## src/rtl/fetch_controller.sv

```systemverilog
// Instruction-fetch sequencer: owns the PC, registers imem words into the IR
// and offers them to decode over a valid/ready handshake.
module fetch_controller #(
  parameter int          ADDR_W   = 10,
  parameter int          DATA_W   = 16,
  parameter logic [2:0]  HALT_OP  = 3'b111,
  parameter logic [ADDR_W-1:0] RESET_PC = '0
) (
  input  logic              clk,
  input  logic              rst_n,
  input  logic              start,
  output logic [ADDR_W-1:0] imem_addr,
  input  logic [DATA_W-1:0] imem_data,
  output logic [DATA_W-1:0] ir,
  output logic [ADDR_W-1:0] ir_pc,
  output logic              ir_valid,
  input  logic              ir_ready,
  input  logic              redirect_valid,
  input  logic [ADDR_W-1:0] redirect_pc,
  output logic              busy,
  output logic              halted
);

  typedef enum logic [1:0] {
    IDLE,
    FETCH,
    ISSUE,
    HALT
  } state_t;

  state_t              state, state_n;
  logic [ADDR_W-1:0]   pc, pc_n;
  logic [DATA_W-1:0]   ir_n;
  logic [ADDR_W-1:0]   ir_pc_n;
  logic                valid_n;
  logic                is_halt;

  assign is_halt   = (ir[DATA_W-1 -: 3] == HALT_OP);
  assign imem_addr = pc;
  assign busy      = (state == FETCH) || (state == ISSUE);
  assign halted    = (state == HALT);

  always_comb begin
    state_n = state;
    pc_n    = pc;
    ir_n    = ir;
    ir_pc_n = ir_pc;
    valid_n = ir_valid;
    unique case (state)
      IDLE: begin
        if (redirect_valid) pc_n = redirect_pc;
        if (start) state_n = FETCH;
      end
      FETCH, ISSUE: begin
        // redirect wins over both load and halt detection
        if (redirect_valid) begin
          pc_n    = redirect_pc;
          valid_n = 1'b0;
          state_n = FETCH;
        end else if (state == FETCH || ir_ready) begin
          if (state == ISSUE && is_halt) begin
            valid_n = 1'b0;
            state_n = HALT;
          end else begin
            ir_n    = imem_data;
            ir_pc_n = pc;
            pc_n    = pc + ADDR_W'(1);
            valid_n = 1'b1;
            state_n = ISSUE;
          end
        end
      end
      HALT: begin
        if (redirect_valid) begin
          pc_n    = redirect_pc;
          state_n = FETCH;
        end
      end
      default: state_n = IDLE;
    endcase
  end

  always_ff @(posedge clk or negedge rst_n) begin
    if (!rst_n) begin
      state    <= IDLE;
      pc       <= RESET_PC;
      ir       <= '0;
      ir_pc    <= '0;
      ir_valid <= 1'b0;
    end else begin
      state    <= state_n;
      pc       <= pc_n;
      ir       <= ir_n;
      ir_pc    <= ir_pc_n;
      ir_valid <= valid_n;
    end
  end

endmodule

```

## config.mk

```make
export PLATFORM = sky130hd
export DESIGN_NAME = fetch_controller
export DESIGN_NICKNAME = d
export VERILOG_FILES = /design/src/rtl/fetch_controller.sv
export SDC_FILE = /design/constraint.sdc
export NUM_CORES = 1
export LEC_CHECK = 0
export ABC_AREA = 1
export CAP_MARGIN = 5
export CORE_MARGIN = 2
export CORE_UTILIZATION = 50
export CTS_BUF_LIST = sky130_fd_sc_hd__clkbuf_16
export CTS_CLUSTER_SIZE = 24
export DETAILED_ROUTE_END_ITERATION = 8
export DONT_BUFFER_PORTS = 1
export MAX_ROUTING_LAYER = met4
export PLACE_DENSITY_LB_ADDON = 0.25
export SYNTH_ARGS = -nofsm -noshare
export SYNTH_HDL_FRONTEND = slang
export SYNTH_SLANG_ARGS = --single-unit
```

## constraint.sdc

```tcl
create_clock -name clk -period 1.5 [get_ports clk]
set_input_delay 0.3 -clock clk [delete_from_list [all_inputs] [get_ports clk]]
set_output_delay 0.3 -clock clk [all_outputs]
set_load 0.05 [all_outputs]
```

### Yosys cells after proc, flatten, opt, wreduce, memory -nomap -nowiden

Index checks and enable logic that the tools add are counted.
Widths: inputs -> output; s select.

* add/sub/neg operators: 1
* $mul: 0
* divide/modulo/power cells: 0
* magnitude comparators: 0
* equal/unequal tests: 9
* shift operators: 0
* multiplexer cells: 14
* bitwise operators: 2
* reduce and logical (&&, ||, !) cells: 11

Operators by type and width (number)
* $mux 10: 4
* $pmux 10 s2: 1
* $add 10x1->10 const B: 1
* $mux 2: 4
* $ne 3x3->1 const B: 2
* $pmux 2 s3: 1
* $reduce_and 3->1: 2
* $eq 2x2->1 const B: 2
* $mux 1: 4
* $ne 2x2->1 const B: 2
* $reduce_and 4->1: 1
* $reduce_or 2->1: 2
* $eq 3x3->1 const B: 1
* $eq 2x1->1 const B: 1
* $logic_not 2->1: 1
* $logic_or 1x1->1: 2
* $ne 2x1->1 const B: 1
* $not 1->1: 2
* $reduce_and 2->1: 1
* $reduce_bool 2->1: 1
* $logic_and 1x1->1: 1

* flip-flop bits (word level): 39
* bits in latches: 0
* bits in writable memories: 0
* bits in read-only memories: 0
* bits of input ports: 31
* memories kept: 0

### Longest topological paths before layout

* depth in word-level cells: 6
* mapped depth: 10
* depth with buffers taken out: 10

### Least setup slack after synthesis

OpenSTA, ideal clock, no wires.

* kind: register -> register
* start point: register state[0]
* end point: register ir_pc[5]
* arrival: 1.742 ns
* slack: -0.362 ns
* cell stages (with the launch flop): 9
* period minus slack after synthesis: 1.862 ns
* cell sequence: dfrtp_1 > inv_1 > ha_1 > inv_2 > nor2_4 > nand3_4 > buf_6 > nand2_1 > o21ai_2

* longest elaborated chain between the ends: 4
* elaborated cells on any way between the ends: 7

Ends and longest elaborated chain
* start: declaration: line 31 `state_t state, state_n;`
* start signal: assignment: line 91 `state <= state_n;`
* $eq 2x2->1: line 49, 61
* $logic_and 1x1->1: line 61 `if (state == ISSUE && is_halt) begin`
* $not 1->1 (no line)
* $reduce_and 4->1 (no line) *
* end signal: assignment: line 94 `ir_pc <= ir_pc_n;`
* end: declaration: line 15 `output logic [ADDR_W-1:0] ir_pc,`

Mark *: on every way between the ends. The rest lies on a longest branch, timed or not.
A chain may end at the register's enable or synchronous reset.

### Worst setup path in the final report

* start point: register state[1]
* end point: register ir[11]

* longest elaborated chain between the ends: 4
* elaborated cells on any way between the ends: 7

Ends and longest elaborated chain
* $eq 2x2->1: line 49, 61
* $logic_and 1x1->1: line 61
* $not 1->1 (no line)
* $reduce_and 4->1 (no line) *
* end signal: assignment: line 93 `ir <= ir_n;`
* end: declaration: line 14 `output logic [DATA_W-1:0] ir,`

Marked as above.

==> flow_summary.toml <==
[sta]
whs_ns = 0.157
fin_crit_sh_pct = 104
fin_ws_ns = -0.0558
finalHoldViolCount = 0
slew_headroom_pct = 62.2
tightest_slew_ns = 0.567
setup_viol = 33
grt_setup_unrepaired = "yes"
period_needed_ns = 1.56
skew_ns = 0.00156
final_max_slew_viol_count = 0
max_clock_freq_mhz = 643
timing.setup.tns_ns = -1.24

[critical_path]
crit_type = "flip-flop to flip-flop"
crit_required_ns = 1.67
critPathMostFrequentCell = "nor2_4"
cp_slowest_stage_delay_ns = 0.38
endpoint_kind = "flip-flop"
path_max_fanout = 6
cp.buffers_inverters = 4
arrival_ns = 1.72
crit_chain = "inv_2 > buf_6 > ha_4 > nor2_4 > nor2_4 > nand3_4 > buf_12 > clkbuf_16 > nand2_2 > o21ai_2"
critPathTopFamily = "buffers and inverters"
crit_path_start_kind = "flip-flop"
cp_slowest_cell = "dfrtp_1"

[yosys]
synth_seq_area_share_pct = 46.7
syn_area_per_cell_sq_um = 8.75
syn_inst = 239
synth_area_leaders = "dfrtp_1, nand2_1, o21ai_2"
yosys.area.top_type = "dfrtp_1"
syn_nets = 275
synth.yosys.warnings = 0
synth.ff_latch_count = 39
syn_area_sq_mm = 0.00209
yosysTopAreaCellShare_pct = 46.7
yosysUniqueCellTypes = 22

[finish]
multi_input_area_sq_mm = 0.00109
final_common_cell = "nand2_1"
final_cell_mix = "nand2_1, dfrtp_1, inv_1, o21ai_2, buf_4"
drive_gt1_share_pct = 46.1
nets = 318
num_antenna_cells = 0
synthToLayoutAreaGrowth_pct = 37.7
utilization_pct = 72.0
register_area_sq_um = 978
fillers = 286

[outcome]
status = "finished, violations left"
violations = "setup timing"

[clock_network]
cts_root_buf = "clkbuf_16"
path_clk_slew_ns = 0.05
h-tree-depth = 2
cts_tree = "done"
clock_latency_ns = 0.28
cts.path.max_buffers = 2
cts.sinks = 39
cts_buffers = 5

[die]
core.rowCount = 23
die_height_um = 68.7
io_pins = 70
dieArea_sq_mm = 0.00472
die_w_um = 68.7
start_util_pct = 52.3
core_sq_mm = 0.00400

[drt]
initialDrtViolationCount = 91
first_pass_iters = 4
drc = 0
num_vias = 1710
wl_per_cell_um = 15.0
viasPerCell = 5.15
drt_wl_total_mm = 4.99
drtAntennaViolNets = 0

[placed_design]
io_buffers = 0
gp_congestion = 0.796
hpwl_mm = 3.02

[global_route]
grtUsageTotal_pct = 21.1
grt_start_max_net_pins = 40
grt_pass1_vias = 1605
grt_overflow = 0
grt_pass1_wl_mm = 7.18
antenna_found_initial = 0

[hold_path]
hold_path_class = "input port to flip-flop"

[job]
cap_viol_max_count = 0
-- final cells by class --
type | instances | area share [%]
Inverter | 35 | 4.73
Clock inverter | 2 | 0.304
Multi-Input combinational cell | 158 | 37.7
Sequential cell | 39 | 34.0
Tap cell | 50 | 2.17
Timing Repair Buffer | 43 | 16.8
Clock buffer | 5 | 4.34
-- sequential cells by signal, indices dropped and copies added (netlist names) --
| name | flops |
|---|---|
| ir_valid | 1 |
| state | 2 |
| ir_pc | 10 |
| ir | 16 |
| imem_addr | 10 |
-- cell usage after synthesis, drive strengths merged --
library cell   n
nor2          17
xnor2          1
o21ai         39
dfrtp         39
a21oi          5
or2            1
nand2         76
ha             5
nand3         12
nand3b         1
nand4          1
inv           35
buf            7
-- path summary, 6_finish.rpt --
check	startpoint	to	slack, ns	depth (start not counted)
worst max-delay path	state[1]	ir[11]	-0.06	10
worst min-delay path	imem_data[12]	ir[12]	0.16	2
worst max register to register	state[1]	ir[11]	-0.06	10
worst min register to register	imem_addr[9]	imem_addr[9]	0.58	2
max in group asynchronous	rst_n	imem_addr[0]	0.80	2
min in group asynchronous	rst_n	ir[13]	0.50	2
-- cell families (layout without fill, tap and decap cells) --
| group | Yosys count | in the layout | share of synthesized area [%] |
|---|---|---|---|
| DFF | 39 | 39 | 46.7 |
| and+or+nand+nor | 108 | 108 | 24.2 |
| adders and majority gates | 5 | 5 | 2.99 |
| xor gates and xnor gates | 1 | 1 | 0.419 |
| AOI/OAI and AO/OA | 44 | 44 | 15.6 |
| buffers and inverters | 42 | 85 | 10.2 |
-- stage by stage --
stage	area (sq um)	setup slack, ns	cells
final	2880	-0.0558	332
after global routing	2880	-0.125	332
after CTS	2720	-0.0499	324
after detailed placement	2310	-0.0602	306
after global placement	2310	-0.0111	306
after floorplan	2120	-0.0398	239
-- repair_timing --
action | CTS | global route
resized for setup | 32 | 24
buffers inserted | 6 | 7
cloned | 3 | 1
pin swaps | 7 | 6
hold buffers | 2 | 0
hold endpoints to repair | 39 | 0
endpoints found under the setup margin | 36 | 38
-- metal layers --
layer  GRT usage [%]  vias to the layer above  part of all wire [%]
met4            7.50                        0                   1.9
met2            33.7                       64                    49
met3            4.55                       11                   5.3
li1                -                      835                     -
met5               -                        -                     0
met1            26.5                      800                    44
Power is left out: the tool's default activity adds up to more than one toggle a clock period on the data nets, which glitch-free logic cannot reach.
